$ cat config.mk
export PLATFORM = sky130hd
export DESIGN_NAME = simon_datapath
export DESIGN_NICKNAME = d
export VERILOG_FILES = /design/src/rtl/simon_pkg.sv /design/src/rtl/simon_pattern_mem.sv /design/src/rtl/simon_datapath.sv
export SDC_FILE = /design/constraint.sdc
export NUM_CORES = 1
export LEC_CHECK = 0
export CAP_MARGIN = 40
export CORE_ASPECT_RATIO = 1.4
export CORE_MARGIN = 4
export CORE_UTILIZATION = 47
export CTS_CLUSTER_SIZE = 24
export DETAILED_ROUTE_END_ITERATION = 16
export GPL_TIMING_DRIVEN = 0
export PLACE_DENSITY = 0.64
export SLEW_MARGIN = 20
export SYNTH_ARGS = -nofsm -noshare
export SYNTH_HDL_FRONTEND = slang
export SYNTH_SLANG_ARGS = --single-unit
$ cat constraint.sdc
create_clock -name clk -period 9.55 [get_ports clk]
set_input_delay 2.865 -clock clk [delete_from_list [all_inputs] [get_ports clk]]
set_output_delay 2.865 -clock clk [all_outputs]
set_load 0.1 [all_outputs]
$ cat src/rtl/simon_pkg.sv
// simon_pkg: shared sizing defaults and level encodings for the Simon game
package simon_pkg;
  localparam int SIMON_WIDTH = 4;
  localparam int SIMON_DEPTH = 64;
  localparam logic LEVEL_EASY = 1'b0;
  localparam logic LEVEL_HARD = 1'b1;
endpackage

$ cat src/rtl/simon_pattern_mem.sv
// simon_pattern_mem: DEPTH x WIDTH pattern store with synchronous write and asynchronous read
module simon_pattern_mem #(
  parameter int WIDTH = simon_pkg::SIMON_WIDTH,
  parameter int DEPTH = simon_pkg::SIMON_DEPTH,
  localparam int LW = $clog2(DEPTH)
) (
  input  logic             clk,
  input  logic             w_en,
  input  logic [LW-1:0]    waddr,
  input  logic [WIDTH-1:0] wdata,
  input  logic [LW-1:0]    raddr,
  output logic [WIDTH-1:0] rdata
);
  logic [WIDTH-1:0] mem [DEPTH];
  always_ff @(posedge clk) if (w_en) mem[waddr] <= wdata;
  assign rdata = mem[raddr];
endmodule

$ cat src/rtl/simon_datapath.sv
// simon_datapath: Simon pattern memory, count/index counters, level register and status flags
module simon_datapath
  import simon_pkg::*;
#(
  parameter int WIDTH = SIMON_WIDTH,
  parameter int DEPTH = SIMON_DEPTH,
  localparam int AW = $clog2(DEPTH) + 1
) (
  input  logic             clk,
  input  logic             rst,
  input  logic             level,
  input  logic [WIDTH-1:0] pattern,
  input  logic             set_level,
  input  logic             cnt_count,
  input  logic             clr_count,
  input  logic             cnt_index,
  input  logic             clr_index,
  input  logic             w_en,
  input  logic             read_Memory,
  output logic             is_legal,
  output logic             index_lt_count,
  output logic             input_eq_pattern,
  output logic             mem_full,
  output logic [WIDTH-1:0] pattern_leds
);
  logic [AW-1:0] count_q, count_d, index_q, index_d;
  logic level_q, level_d, index_full, mem_we;
  logic [WIDTH-1:0] mem_rdata, rd_data;
  always_comb begin
    mem_full = count_q == AW'(DEPTH);
    index_full = index_q == AW'(DEPTH);
    count_d = clr_count ? '0 : (cnt_count && !mem_full) ? count_q + 1'b1 : count_q;
    index_d = clr_index ? '0 : (cnt_index && !index_full) ? index_q + 1'b1 : index_q;
    level_d = set_level ? level : level_q;
    mem_we = w_en && rst && !mem_full;
    rd_data = index_full ? '0 : mem_rdata;
    is_legal = level_q == LEVEL_HARD || $onehot(pattern);
    index_lt_count = index_q < count_q;
    input_eq_pattern = pattern == rd_data;
    pattern_leds = read_Memory ? rd_data : pattern;
  end
  always_ff @(posedge clk) begin
    if (!rst) begin
      count_q <= '0;
      index_q <= '0;
      level_q <= level;
    end else begin
      count_q <= count_d;
      index_q <= index_d;
      level_q <= level_d;
    end
  end
  simon_pattern_mem #(.WIDTH(WIDTH), .DEPTH(DEPTH)) u_mem (
    .clk(clk),
    .w_en(mem_we),
    .waddr(count_q[AW-2:0]),
    .wdata(pattern),
    .raddr(index_q[AW-2:0]),
    .rdata(mem_rdata)
  );
endmodule

==> impl_metrics.py, run 1 <==
metrics = {
    "global_route": {
        "grt_pass1_wl_mm": 39.5,
        "grt_use_total": 0.199,
        "antenna_found_initial": 0,
        "grt_max_degree": 43,
        "overflow": 0,
        "grt_pass1_vias": 6301,
    },
    "timing": {
        "period_share": 0.895,
        "drv_slew": 0,
        "worst_pin_slew_ns": 0.892,
        "setup_ws_ns": 1.00,
        "slew_headroom": 0.406,
        "timing.fmax_mhz": 117,
        "setup_viol": 0,
        "hold_viol_final": 0,
        "rsz0062_at_grt": "no",
        "clock_skew_ns": 0.0162,
        "tns_ns": 0,
        "period_needed_ns": 8.55,
    },
    "route": {
        "drtAntennaViolNets": 0,
        "wl_mm": 26.3,
        "vias_per_cell": 5.97,
        "drtPass1Iterations": 5,
        "first_iter_violations": 628,
        "detail_route.wl_per_cell_um": 25.4,
        "vias": 6181,
        "drc": 0,
    },
    "clocking": {
        "clockBufferDepth": 3,
        "clk_latency_ns": 0.53,
        "postCtsSetupBuffers": 0,
        "clk_pin_slew_ns": 0.07,
        "cts-resized-gates": 0,
        "clock_sinks": 277,
        "cts_tree": "built",
        "hold_buffers": 0,
        "htreeDepth": 1,
        "cts_root_buffer": "clkbuf_16",
        "numCtsBuffers": 26,
    },
    "yosys": {
        "synthAdderAreaFrac": 0.0150,
        "ys_warn_count": 0,
        "synthTopCellsByArea": "edfxtp_1 (68%), mux4_2 (11%), dfxtp_1 (3.5%)",
        "synth_top_family_by_area": "multiplexers",
        "ys.flop_type": "edfxtp_1",
        "async_flop_share": 0,
        "synthCells": 649,
        "synth-seq-cells": 277,
        "synth.distinct_cells": 47,
        "synth_nets": 676,
        "yosys.area.top_type": "edfxtp_1",
        "synth_most_common_cell": "edfxtp_1",
        "synth-compound-area-share": 0.0340,
        "yosys.area_share.xor_xnor": 0.00928,
        "synth_edf_count": 257,
        "ys_seq_area_frac": 0.717,
        "synthSimpleGateAreaFrac": 0.0659,
        "synth_area_mm2": 0.0113,
        "synth_top_area_share": 0.682,
        "muxShareOfSynthArea": 0.138,
        "synth_common_cells": "edfxtp_1 (257), nor2_1 (89), mux4_2 (53)",
        "syn-mean-instance-area_um2": 17.4,
    },
    "power_and_ir_drop": {
        "p_switching_uw": 508,
        "power_frac_seq": 0.524,
        "p_total_uw": 2530,
        "ir_worst_vdd_mv": 0.120,
        "power_frac_comb": 0.050,
        "p_int_uw": 2020,
        "leakage_uw": 0.00407,
        "powerDensity_mw_per_mm2": 195,
        "p_clk_frac": 0.426,
        "p_sw_frac": 0.201,
    },
    "placed_design": {
        "port-buffer-count": 20,
        "dp_slack_ns": 1.00,
        "gp_congestion": 0.824,
        "placedCellCount": 988,
        "post-dp-hpwl_mm": 18.0,
    },
    "critical_path": {
        "crit_path_top_delay_cell": "fa_1",
        "arrival_ns": 5.68,
        "path_class": "in -> out",
        "crit_start": "pattern[3]",
        "worstReg2RegStart": "count_q[3]",
        "endpoint": "is_legal",
        "reg2reg_slack_ns": 6.07,
        "slowest_delay_ns": 0.53,
        "worstPathRequired_ns": 6.69,
        "endpoint_kind": "output pin",
        "crit_chain": "buf_2, buf_12, inv_1, fa_1, inv_1, ha_1, ha_1, nor2_1, a21o_1, clkdlybuf4s50_1, buf_8",
        "startpoint_type": "input port",
        "critPathTopFamily": "buffers and inverters",
        "r2r-end": "u_mem.mem[7][0]",
        "worst-r2r-cell-count": 8,
        "path_depth": 11,
        "critPathMaxFanout": 41,
        "critPathBufInv": 6,
    },
    "worst_hold_path": {
        "hold_path_class": "reg -> reg",
    },
    "final_layout": {
        "drive_gt1_frac": 0.177,
        "fillerInstances": 1847,
        "area_delta_synth_final_pct": 15.0,
        "instances_no_fill": 1036,
        "layout.nets": 737,
        "diodes": 0,
    },
    "floorplanning": {
        "coreArea_mm2": 0.0235,
        "die_h_um": 192,
        "num_io_pins": 22,
        "start_util": 0.483,
        "die-area_mm2": 0.0267,
        "die_w_um": 139,
        "rows": 66,
    },
    "job": {
        "drv_cap": 0,
    },
    "status": {
        "status": "completed",
    },
}
cell usage in the layout, fill, tap and decap left out, types with 2 or more instances in the layout:
master and instances:
a211oi_1 2, a21o_1 6, a21oi_1 17, a221oi_1 4
a22oi_1 7, a31oi_1 3, buf_12 3, buf_16 2
buf_2 11, buf_4 3, buf_6 7, buf_8 8
bufinv_16 5, clkbuf_1 10, clkbuf_16 27, clkdlybuf4s50_1 16
clkinv_1 9, clkinv_2 7, dfxtp_1 20, edfxtp_1 257
ha_1 12, inv_1 14, mux2i_1 19, mux4_1 7
mux4_2 53, nand2_1 25, nand2b_1 7, nand3_1 26
nand4_1 4, nor2_1 89, nor2b_1 3, nor3_1 2
o211ai_1 2, o21ai_0 6, o22ai_1 4, or3_1 5
xnor2_1 9, xor2_1 3
sequential cells by signal, indices dropped and copies added, names as in the netlist, named ones only:
register	flops
count_q	7
index_q	7
level_q	1
u_mem.mem	256
worst min path at each step:
stage | end | depth (start not counted) | from
floorplan | count_q[6] | 2 | count_q[6]
global placement | count_q[6] | 2 | count_q[6]
detailed placement | count_q[6] | 2 | count_q[6]
CTS | count_q[6] | 2 | count_q[6]
global route | count_q[6] | 2 | count_q[6]
finish | count_q[6] | 2 | count_q[6]
power by group through the flow:
stage	combinational [µW]	sequential (µW)	clock [µW]
floorplan	67.8	1350	0
global placement	111	1360	0
detailed placement	127	1350	0
CTS	128	1330	1090
global route	134	1330	1140
finish	127	1330	1080
worst min-delay path: stages, from the launching register on:
cell and delay [ns]:
dfxtp_1 0.33, o21ai_0 0.08, a21oi_1 0.06
cells by family after synthesis:
group           Yosys count
mux                      79
buf+inv                  42
fa+ha+maj                13
xor+xnor                 12
simple gates            168
flops                   277
compound gates           58
layer usage:
layer / wire length (µm) / up-vias / track usage / share of wire
li1: - / 2693 / - / -
met1: 10200 / 3159 / 0.252 / 0.39
met2: 13400 / 275 / 0.340 / 0.51
met3: 1780 / 54 / 0.0423 / 0.068
met4: 925 / 0 / 0.0757 / 0.035
met5: 0 / - / 0 / 0
final cells by class:
| type | count | area [µm²] | share of cell area |
|---|---|---|---|
| Tap cell | 306 | 383 | 0.0294 |
| Inverter | 17 | 63.8 | 0.00490 |
| Clock inverter | 18 | 208 | 0.0160 |
| Multi-Input combinational cell | 330 | 2970 | 0.229 |
| Buffer | 25 | 166 | 0.0128 |
| Sequential cell | 277 | 8120 | 0.624 |
| Clock buffer | 30 | 687 | 0.0528 |
| Timing Repair Buffer | 33 | 415 | 0.0319 |
per-stage QoR:
step,utilization,instance area (µm²),hold slack (ns)
floorplan,-,11300,0.471
global placement,0.508,11900,0.500
detailed placement,0.517,12100,0.501
CTS,0.555,13000,0.513
global route,0.555,13000,0.557
finish,0.555,13000,0.509
No activity file was read; power rests on OpenSTA's default activity.
==> run 2, diff against run 1 <==
--- a/config.mk
+++ b/config.mk
@@ -5,6 +5,7 @@
 export SDC_FILE = /design/constraint.sdc
 export NUM_CORES = 1
 export LEC_CHECK = 0
+export ABC_CLOCK_PERIOD_IN_PS = 9550
 export CAP_MARGIN = 40
 export CORE_ASPECT_RATIO = 1.4
 export CORE_MARGIN = 4
==> results of run 2 <==
The final DEF is identical to that of run 1; final timing and power are the same.
